`config.mk`:
```
export PLATFORM = sky130hd
export DESIGN_NAME = main_fsm
export DESIGN_NICKNAME = d
export VERILOG_FILES = /design/src/rtl/riscv_ctrl_pkg.sv /design/src/rtl/main_fsm.sv
export SDC_FILE = /design/constraint.sdc
export NUM_CORES = 1
export LEC_CHECK = 0
export ABC_AREA = 1
export CORE_AREA = 4 4 41 43
export DETAILED_ROUTE_END_ITERATION = 6
export DIE_AREA = 0 0 45 47
export PLACE_DENSITY = 0.76
export SETUP_SLACK_MARGIN = 0.4
export SLEW_MARGIN = 5
export SYNTH_ARGS = -nofsm -noshare
export SYNTH_HDL_FRONTEND = slang
export SYNTH_SLANG_ARGS = --single-unit
```
`constraint.sdc`:
```
create_clock -name clk -period 3.29 [get_ports clk]
set_clock_uncertainty 0.15 [all_clocks]
set_input_delay 0.8225 -clock clk [delete_from_list [all_inputs] [get_ports clk]]
set_output_delay 0.8225 -clock clk [all_outputs]
set_load 0.02 [all_outputs]
```
`src/rtl/riscv_ctrl_pkg.sv`:
```
// Shared control encodings for the multicycle RISC-V controller:
// FSM states, opcode constants and the datapath mux select codes.
package riscv_ctrl_pkg;

   typedef enum logic [3:0] {
      FETCH    = 4'd0,
      DECODE   = 4'd1,
      MEMADR   = 4'd2,
      MEMREAD  = 4'd3,
      MEMWB    = 4'd4,
      MEMWRITE = 4'd5,
      EXECUTER = 4'd6,
      EXECUTEI = 4'd7,
      ALUWB    = 4'd8,
      JAL      = 4'd9,
      BEQ      = 4'd10,
      ILLEGAL  = 4'd11
   } state_t;

   localparam logic [6:0] OP_LOAD  = 7'b0000011;
   localparam logic [6:0] OP_STORE = 7'b0100011;
   localparam logic [6:0] OP_RTYPE = 7'b0110011;
   localparam logic [6:0] OP_ITYPE = 7'b0010011;
   localparam logic [6:0] OP_JAL   = 7'b1101111;
   localparam logic [6:0] OP_BEQ   = 7'b1100011;

   localparam logic [1:0] ALUOP_ADD   = 2'b00;
   localparam logic [1:0] ALUOP_SUB   = 2'b01;
   localparam logic [1:0] ALUOP_FUNCT = 2'b10;

   localparam logic [1:0] SRCA_PC    = 2'b00;
   localparam logic [1:0] SRCA_OLDPC = 2'b01;
   localparam logic [1:0] SRCA_RD1   = 2'b10;

   localparam logic [1:0] SRCB_RD2   = 2'b00;
   localparam logic [1:0] SRCB_IMM   = 2'b01;
   localparam logic [1:0] SRCB_FOUR  = 2'b10;

   localparam logic [1:0] RES_ALUOUT    = 2'b00;
   localparam logic [1:0] RES_DATA      = 2'b01;
   localparam logic [1:0] RES_ALURESULT = 2'b10;

   // State entered from DECODE for a given opcode.
   function automatic state_t decode_target(input logic [6:0] op);
      state_t s;
      case (op)
         OP_LOAD, OP_STORE: s = MEMADR;
         OP_RTYPE:          s = EXECUTER;
         OP_ITYPE:          s = EXECUTEI;
         OP_JAL:            s = JAL;
         OP_BEQ:            s = BEQ;
         default:           s = ILLEGAL;
      endcase
      return s;
   endfunction

endpackage

```
`src/rtl/main_fsm.sv`:
```
// Multicycle RISC-V main control FSM: one state register, one next-state
// block and one Moore output block (IRWrite/PCUpdate gated by mem_ready in FETCH).
module main_fsm
   import riscv_ctrl_pkg::*;
(
   input  logic       clk,
   input  logic       rst_n,
   input  logic [6:0] op,
   input  logic       mem_ready,
   output logic [1:0] ALUOp,
   output logic [1:0] ALUSrcA,
   output logic [1:0] ALUSrcB,
   output logic [1:0] ResultSrc,
   output logic       AdrSrc,
   output logic       IRWrite,
   output logic       PCUpdate,
   output logic       RegWrite,
   output logic       MemWrite,
   output logic       Branch,
   output logic       illegal_instr,
   output logic [3:0] state_dbg
);

   state_t state_q;
   state_t state_d;

   always_ff @(posedge clk or negedge rst_n) begin
      if (!rst_n) state_q <= FETCH;
      else        state_q <= state_d;
   end

   always_comb begin
      state_d = FETCH;
      case (state_q)
         FETCH:    state_d = mem_ready ? DECODE : FETCH;
         DECODE:   state_d = decode_target(op);
         MEMADR:   state_d = (op == OP_LOAD) ? MEMREAD : MEMWRITE;
         MEMREAD:  state_d = mem_ready ? MEMWB : MEMREAD;
         MEMWB:    state_d = FETCH;
         MEMWRITE: state_d = mem_ready ? FETCH : MEMWRITE;
         EXECUTER: state_d = ALUWB;
         EXECUTEI: state_d = ALUWB;
         ALUWB:    state_d = FETCH;
         JAL:      state_d = ALUWB;
         BEQ:      state_d = FETCH;
         ILLEGAL:  state_d = ILLEGAL;
         default:  state_d = FETCH;
      endcase
   end

   always_comb begin
      ALUOp         = '0;
      ALUSrcA       = '0;
      ALUSrcB       = '0;
      ResultSrc     = '0;
      AdrSrc        = 1'b0;
      IRWrite       = 1'b0;
      PCUpdate      = 1'b0;
      RegWrite      = 1'b0;
      MemWrite      = 1'b0;
      Branch        = 1'b0;
      illegal_instr = 1'b0;
      case (state_q)
         FETCH: begin
            ALUSrcA   = SRCA_PC;
            ALUSrcB   = SRCB_FOUR;
            ALUOp     = ALUOP_ADD;
            ResultSrc = RES_ALURESULT;
            IRWrite   = mem_ready;
            PCUpdate  = mem_ready;
         end
         DECODE: begin
            ALUSrcA = SRCA_OLDPC;
            ALUSrcB = SRCB_IMM;
            ALUOp   = ALUOP_ADD;
         end
         MEMADR: begin
            ALUSrcA = SRCA_RD1;
            ALUSrcB = SRCB_IMM;
            ALUOp   = ALUOP_ADD;
         end
         MEMREAD: begin
            ResultSrc = RES_ALUOUT;
            AdrSrc    = 1'b1;
         end
         MEMWB: begin
            ResultSrc = RES_DATA;
            RegWrite  = 1'b1;
         end
         MEMWRITE: begin
            ResultSrc = RES_ALUOUT;
            AdrSrc    = 1'b1;
            MemWrite  = 1'b1;
         end
         EXECUTER: begin
            ALUSrcA = SRCA_RD1;
            ALUSrcB = SRCB_RD2;
            ALUOp   = ALUOP_FUNCT;
         end
         EXECUTEI: begin
            ALUSrcA = SRCA_RD1;
            ALUSrcB = SRCB_IMM;
            ALUOp   = ALUOP_FUNCT;
         end
         ALUWB: begin
            ResultSrc = RES_ALUOUT;
            RegWrite  = 1'b1;
         end
         JAL: begin
            ALUSrcA   = SRCA_OLDPC;
            ALUSrcB   = SRCB_FOUR;
            ALUOp     = ALUOP_ADD;
            ResultSrc = RES_ALUOUT;
            PCUpdate  = 1'b1;
         end
         BEQ: begin
            ALUSrcA   = SRCA_RD1;
            ALUSrcB   = SRCB_RD2;
            ALUOp     = ALUOP_SUB;
            ResultSrc = RES_ALUOUT;
            Branch    = 1'b1;
         end
         ILLEGAL: illegal_instr = 1'b1;
         default: ;
      endcase
   end

   assign state_dbg = state_q;

endmodule

```
Word level (Yosys, flattened, before mapping):

Cells that the tools add are included.

* $add $sub $neg: 0
* $mul: 0
* div/mod/pow operators: 0
* $lt $le $gt $ge: 0
* eq/ne operators: 17
* shift-type cells: 0
* multiplexer cells: 17
* bitwise logic cells: 0
* reduce and logical (&&, ||, !) cells: 10

Operators with widths (number)
* one-hot mux 4 bit (7 select lines): 1
* one-hot mux 4 bit (5 select lines): 1
* == test 4 x 3 -> 1 bit (second input constant): 4
* == test 4 bit (second input constant): 4
* one-hot mux 2 bit (2 select lines): 4
* == test 7 x 6 -> 1 bit (second input constant): 2
* == test 7 bit (second input constant): 2
* OR reduction 2 bit: 6
* 2-to-1 mux 3 bit: 3
* == test 4 x 2 -> 1 bit (second input constant): 2
* == test 7 x 2 -> 1 bit (second input constant): 1
* == test 7 x 5 -> 1 bit (second input constant): 1
* 2-to-1 mux 1 bit: 7
* OR reduction 3 bit: 2
* == test 4 x 1 -> 1 bit (second input constant): 1
* logical NOT 4 bit: 1
* OR reduction 4 bit: 1
* one-hot mux 1 bit (2 select lines): 1

* bits in registers: 4
* bits in latches: 0
* RAM bits: 0
* memory bits (read-only): 0
* bits of input ports: 10
* output and inout bits: 19
* logic and storage cells: 45
* memories: 0

Longest topological paths before layout:

* depth in word-level cells: 4
* depth in mapped cells: 7

Least setup slack after synthesis:

No wires, ideal clock.

* path type: reg-to-output
* start point: register state_q[2] (netlist: state_dbg[2])
* end point: output ALUSrcB[1]
* arrival time: 1.285 ns
* required time: 2.318 ns
* slack: 1.033 ns
* stages on the path, launching flop included: 4
* cell sequence: dfrtp_1 nor2_4 inv_2 o21ai_0

* cells in the longest elaborated chain, start to end: 3

RTL lines
* start, declared: RTL line main_fsm.sv:24 `state_t state_q;`
* start signal, assigned: RTL line main_fsm.sv:29 `else state_q <= state_d;`
* == test 4 x 1 -> 1 bit (tied with other cells): RTL line main_fsm.sv:63 `case (state_q)`
* OR reduction 3 bit (no line) / OR reduction 2 bit (equally long branches)
* one-hot mux 2 bit (2 select lines) (*): RTL line main_fsm.sv:63
* end, declared: RTL line main_fsm.sv:12 `output logic [1:0] ALUSrcB,`

Mark *: on every way between the ends. The rest lies on a longest branch, timed or not.

Worst setup path in the final report:

* start point: register state_q[2] (netlist: state_dbg[2])
* end point: output ALUSrcB[0]

Same word-level chain as after synthesis.

==> metrics.md <==
| Metric | Value |
|---|---|
| Crit Path Max Fanout | `7` |
| Number of flip-flops under the largest register name | `4` |
| Hpwl dp | `1070 um` |
| Dpl cells | `121` |
| CTS buffer count | `3` |
| Final nets | `121` |
| Critical Path Sink Type | `output pin` |
| Most frequent cell after synthesis | `inv_1` |
| Io pins | `29` |
| Crit path from | `state_dbg[2]` |
| Worst-path clk slew | `0.04 ns` |
| Vias | `600` |
| Row count | `13` |
| Slew Limit Headroom | `0.8074` |
| R2r startpoint | `state_dbg[2]` |
| CTS Buffer Depth | `2` |
| Avg WL per Cell | `9.992 um` |
| Area after DPL | `753.2 um2` |
| Hold_sp | `state_dbg[3]` |
| Pwr Density | `977.6 mW/mm2` |
| Via count of the first global-routing pass | `505` |
| Hold Crit Class | `register to register` |
| Setup crit start kind | `register` |
| Synth Flop Type | `dfrtp_1` |
| Hold Crit Depth | `3` |
| Pre-CTS setup slack | `0.1944 ns` |
| Cell taking the most area after synthesis | `dfrtp_1` |
| Critical Path RT | `2.32 ns` |
| Worst hold slack | `0.5797 ns` |
| Via density | `4.839` |
| Hold Path Sink | `state_dbg[3]` |
| Setup_tns | `0 ns` |
| Post-synth top area share | `0.2168` |
| Clk_lat worst skew | `0.24 ns` |
| Initial antenna violation count | `0` |
| Layout Utilization | `0.5981` |
| Count of final setup violators | `0` |
| FILL cells | `129` |
| Post-synth EDFFs | `0` |
| Die area | `0.002115 mm2` |
| Detail Route Antenna Nets | `0` |
| Worst reg2reg setup slack | `1.96 ns` |
| First-pass GRT wire length | `1911 um` |
| Global-route usage over all layers | `0.1236` |
| Post-synth ARST share | `1.000` |
| Unrepaired setup endpoints after global routing | `yes` |
| Min cycle time layout | `2.797 ns` |
| Diode count | `0` |
| Slowest stage delay, CP | `0.64 ns` |
| Worst-path cell chain | `nor2_4 -> nand3_1 -> o211ai_1 -> clkdlybuf4s50_1` |
| R2r endpoint | `state_dbg[1]` |
| GRT overflow | `0` |
| CTS tree | `done` |
| Final hold vios | `0` |
| Chip height | `47 um` |
| Drt total wl | `1239 um` |
| Worst-path cell with the longest stage delay | `clkdlybuf4s50_1` |
| Status | `completed` |
| Yosys Warn Count | `0` |
| Finished Layout Cells | `124` |
| Routability Congestion | `0.7593` |
| Design area | `778.2 um2` |
| Static leakage | `0.4094 nW` |
| Worst-margin pin slew | `0.2889 ns` |
| Seq cells post-synth | `4` |
| Crit path DAT | `1.82 ns` |
| CTS Hold Buffers Added | `0` |
| Critical path's top delay family | `buffers and inverters` |
| Top post-synthesis cells by count | `16 x inv_1, 15 x nand2_1, 9 x nand3_1, 9 x nor2_1, 6 x nand2_2` |
| Drt first pass iters | `4` |
| Max-slew violations | `0` |
| Cell variety after synth | `18` |
| Syn_nets | `89` |
| Drt initial violations | `11` |
| CP Buf/Inv Count | `1` |
| Largest net degree at the start of global routing | `8` |
| Max Cap Violations | `0` |
| Period utilisation layout | `0.8502` |
| Share of cells above drive strength 1 | `0.1376` |
| Worst setup margin | `0.4927 ns` |
| Kind of critical path | `register to output pin` |
| Seq/Total Area, Yosys | `0.2168` |
| VDD IR max | `0.3637 mV` |
| Mean Syn Cell Area | `5.844 um2` |
| Clk root buf | `clkbuf_4` |
| Die W | `45 um` |
| Clock sink count | `4` |
| Number of I/O port buffers | `28` |
| DRC violations left | `0` |
| Htree depth | `1` |
| Post-synthesis cell area | `461.7 um2` |
| Syn-to-layout area delta | `68.56%` |
| Initial Util | `0.3548` |
| F_max | `357.5 MHz` |
| Reg2Reg Depth | `5` |
| Synth Instances | `79` |
| Largest cells by area after synthesis | `dfrtp_1 22%, inv_1 13%, nand2_1 12%, nand3_1 9.8%, nand2_2 8.1%` |
| Core Footprint | `0.001301 mm2` |
| Tot Pwr | `0.7608 mW` |
==> worst register-to-register path, stage by stage, from the launching register on <==
cell and delay, ns:
dfrtp_1 0.47, nor2_4 0.23, inv_2 0.08, nor2_1 0.15, nand3_1 0.09, nand3b_1 0.11
==> cells in the final DEF, fill, tap and decap left out, types with 3 or more instances in the layout <==
cell,netlist,final
clkbuf_4,0,3
clkdlybuf4s50_1,0,25
dfrtp_1,4,4
inv_1,16,16
inv_2,3,3
nand2_1,15,15
nand2_2,6,6
nand3_1,9,9
nor2_1,9,9
o21ai_0,4,4
==> how the worst max path moves through the flow <==
stage,to,cells after the start
finish,ALUSrcB[0],4
global route,PCUpdate,4
CTS,PCUpdate,4
detailed placement,PCUpdate,4
global placement,PCUpdate,4
floorplan,ALUSrcB[1],3
==> report_power, final <==
part | leakage (nW) | internal (mW) | total (mW) | switching [mW]
Clock | 0.0138 | 0.0409 | 0.0622 | 0.0213
Combinational | 0.345 | 0.250 | 0.584 | 0.335
Sequential | 0.0511 | 0.0734 | 0.114 | 0.0408
==> per-layer routing <==
layer / part of all wire / global-route usage / vias up / wire [um]
li1: - / - / 310 / -
met5: 0 / 0 / - / 0
met1: 0.41 / 0.1376 / 264 / 504
met2: 0.49 / 0.2203 / 23 / 604
met4: 0.019 / 0.07018 / 0 / 24
met3: 0.085 / 0.02299 / 3 / 105
==> layout make-up <==
| class | instances | area (um2) | area share |
|---|---|---|---|
| Timing Repair Buffer | 28 | 282.8 | 0.3633 |
| Sequential cell | 4 | 100.1 | 0.1286 |
| Inverter | 19 | 71.32 | 0.09164 |
| Clock buffer | 3 | 22.52 | 0.02894 |
| Tap cell | 15 | 18.77 | 0.02412 |
| Multi-Input combinational cell | 55 | 282.8 | 0.3633 |
==> logic make-up after synthesis <==
| family | share of synthesized area |
|---|---|
| buffers and inverters | 0.1707 |
| AND/OR/NAND/NOR | 0.5122 |
| AO/OA/AOI/OAI | 0.1003 |
| flip-flops | 0.2168 |
==> what timing repair did <==
action	in CTS	in global routing
resized for setup	2	3
endpoints found under the hold margin	0	0
setup endpoints to repair	2	3
buffers inserted	0	0
(Power assumes the default switching activity.)
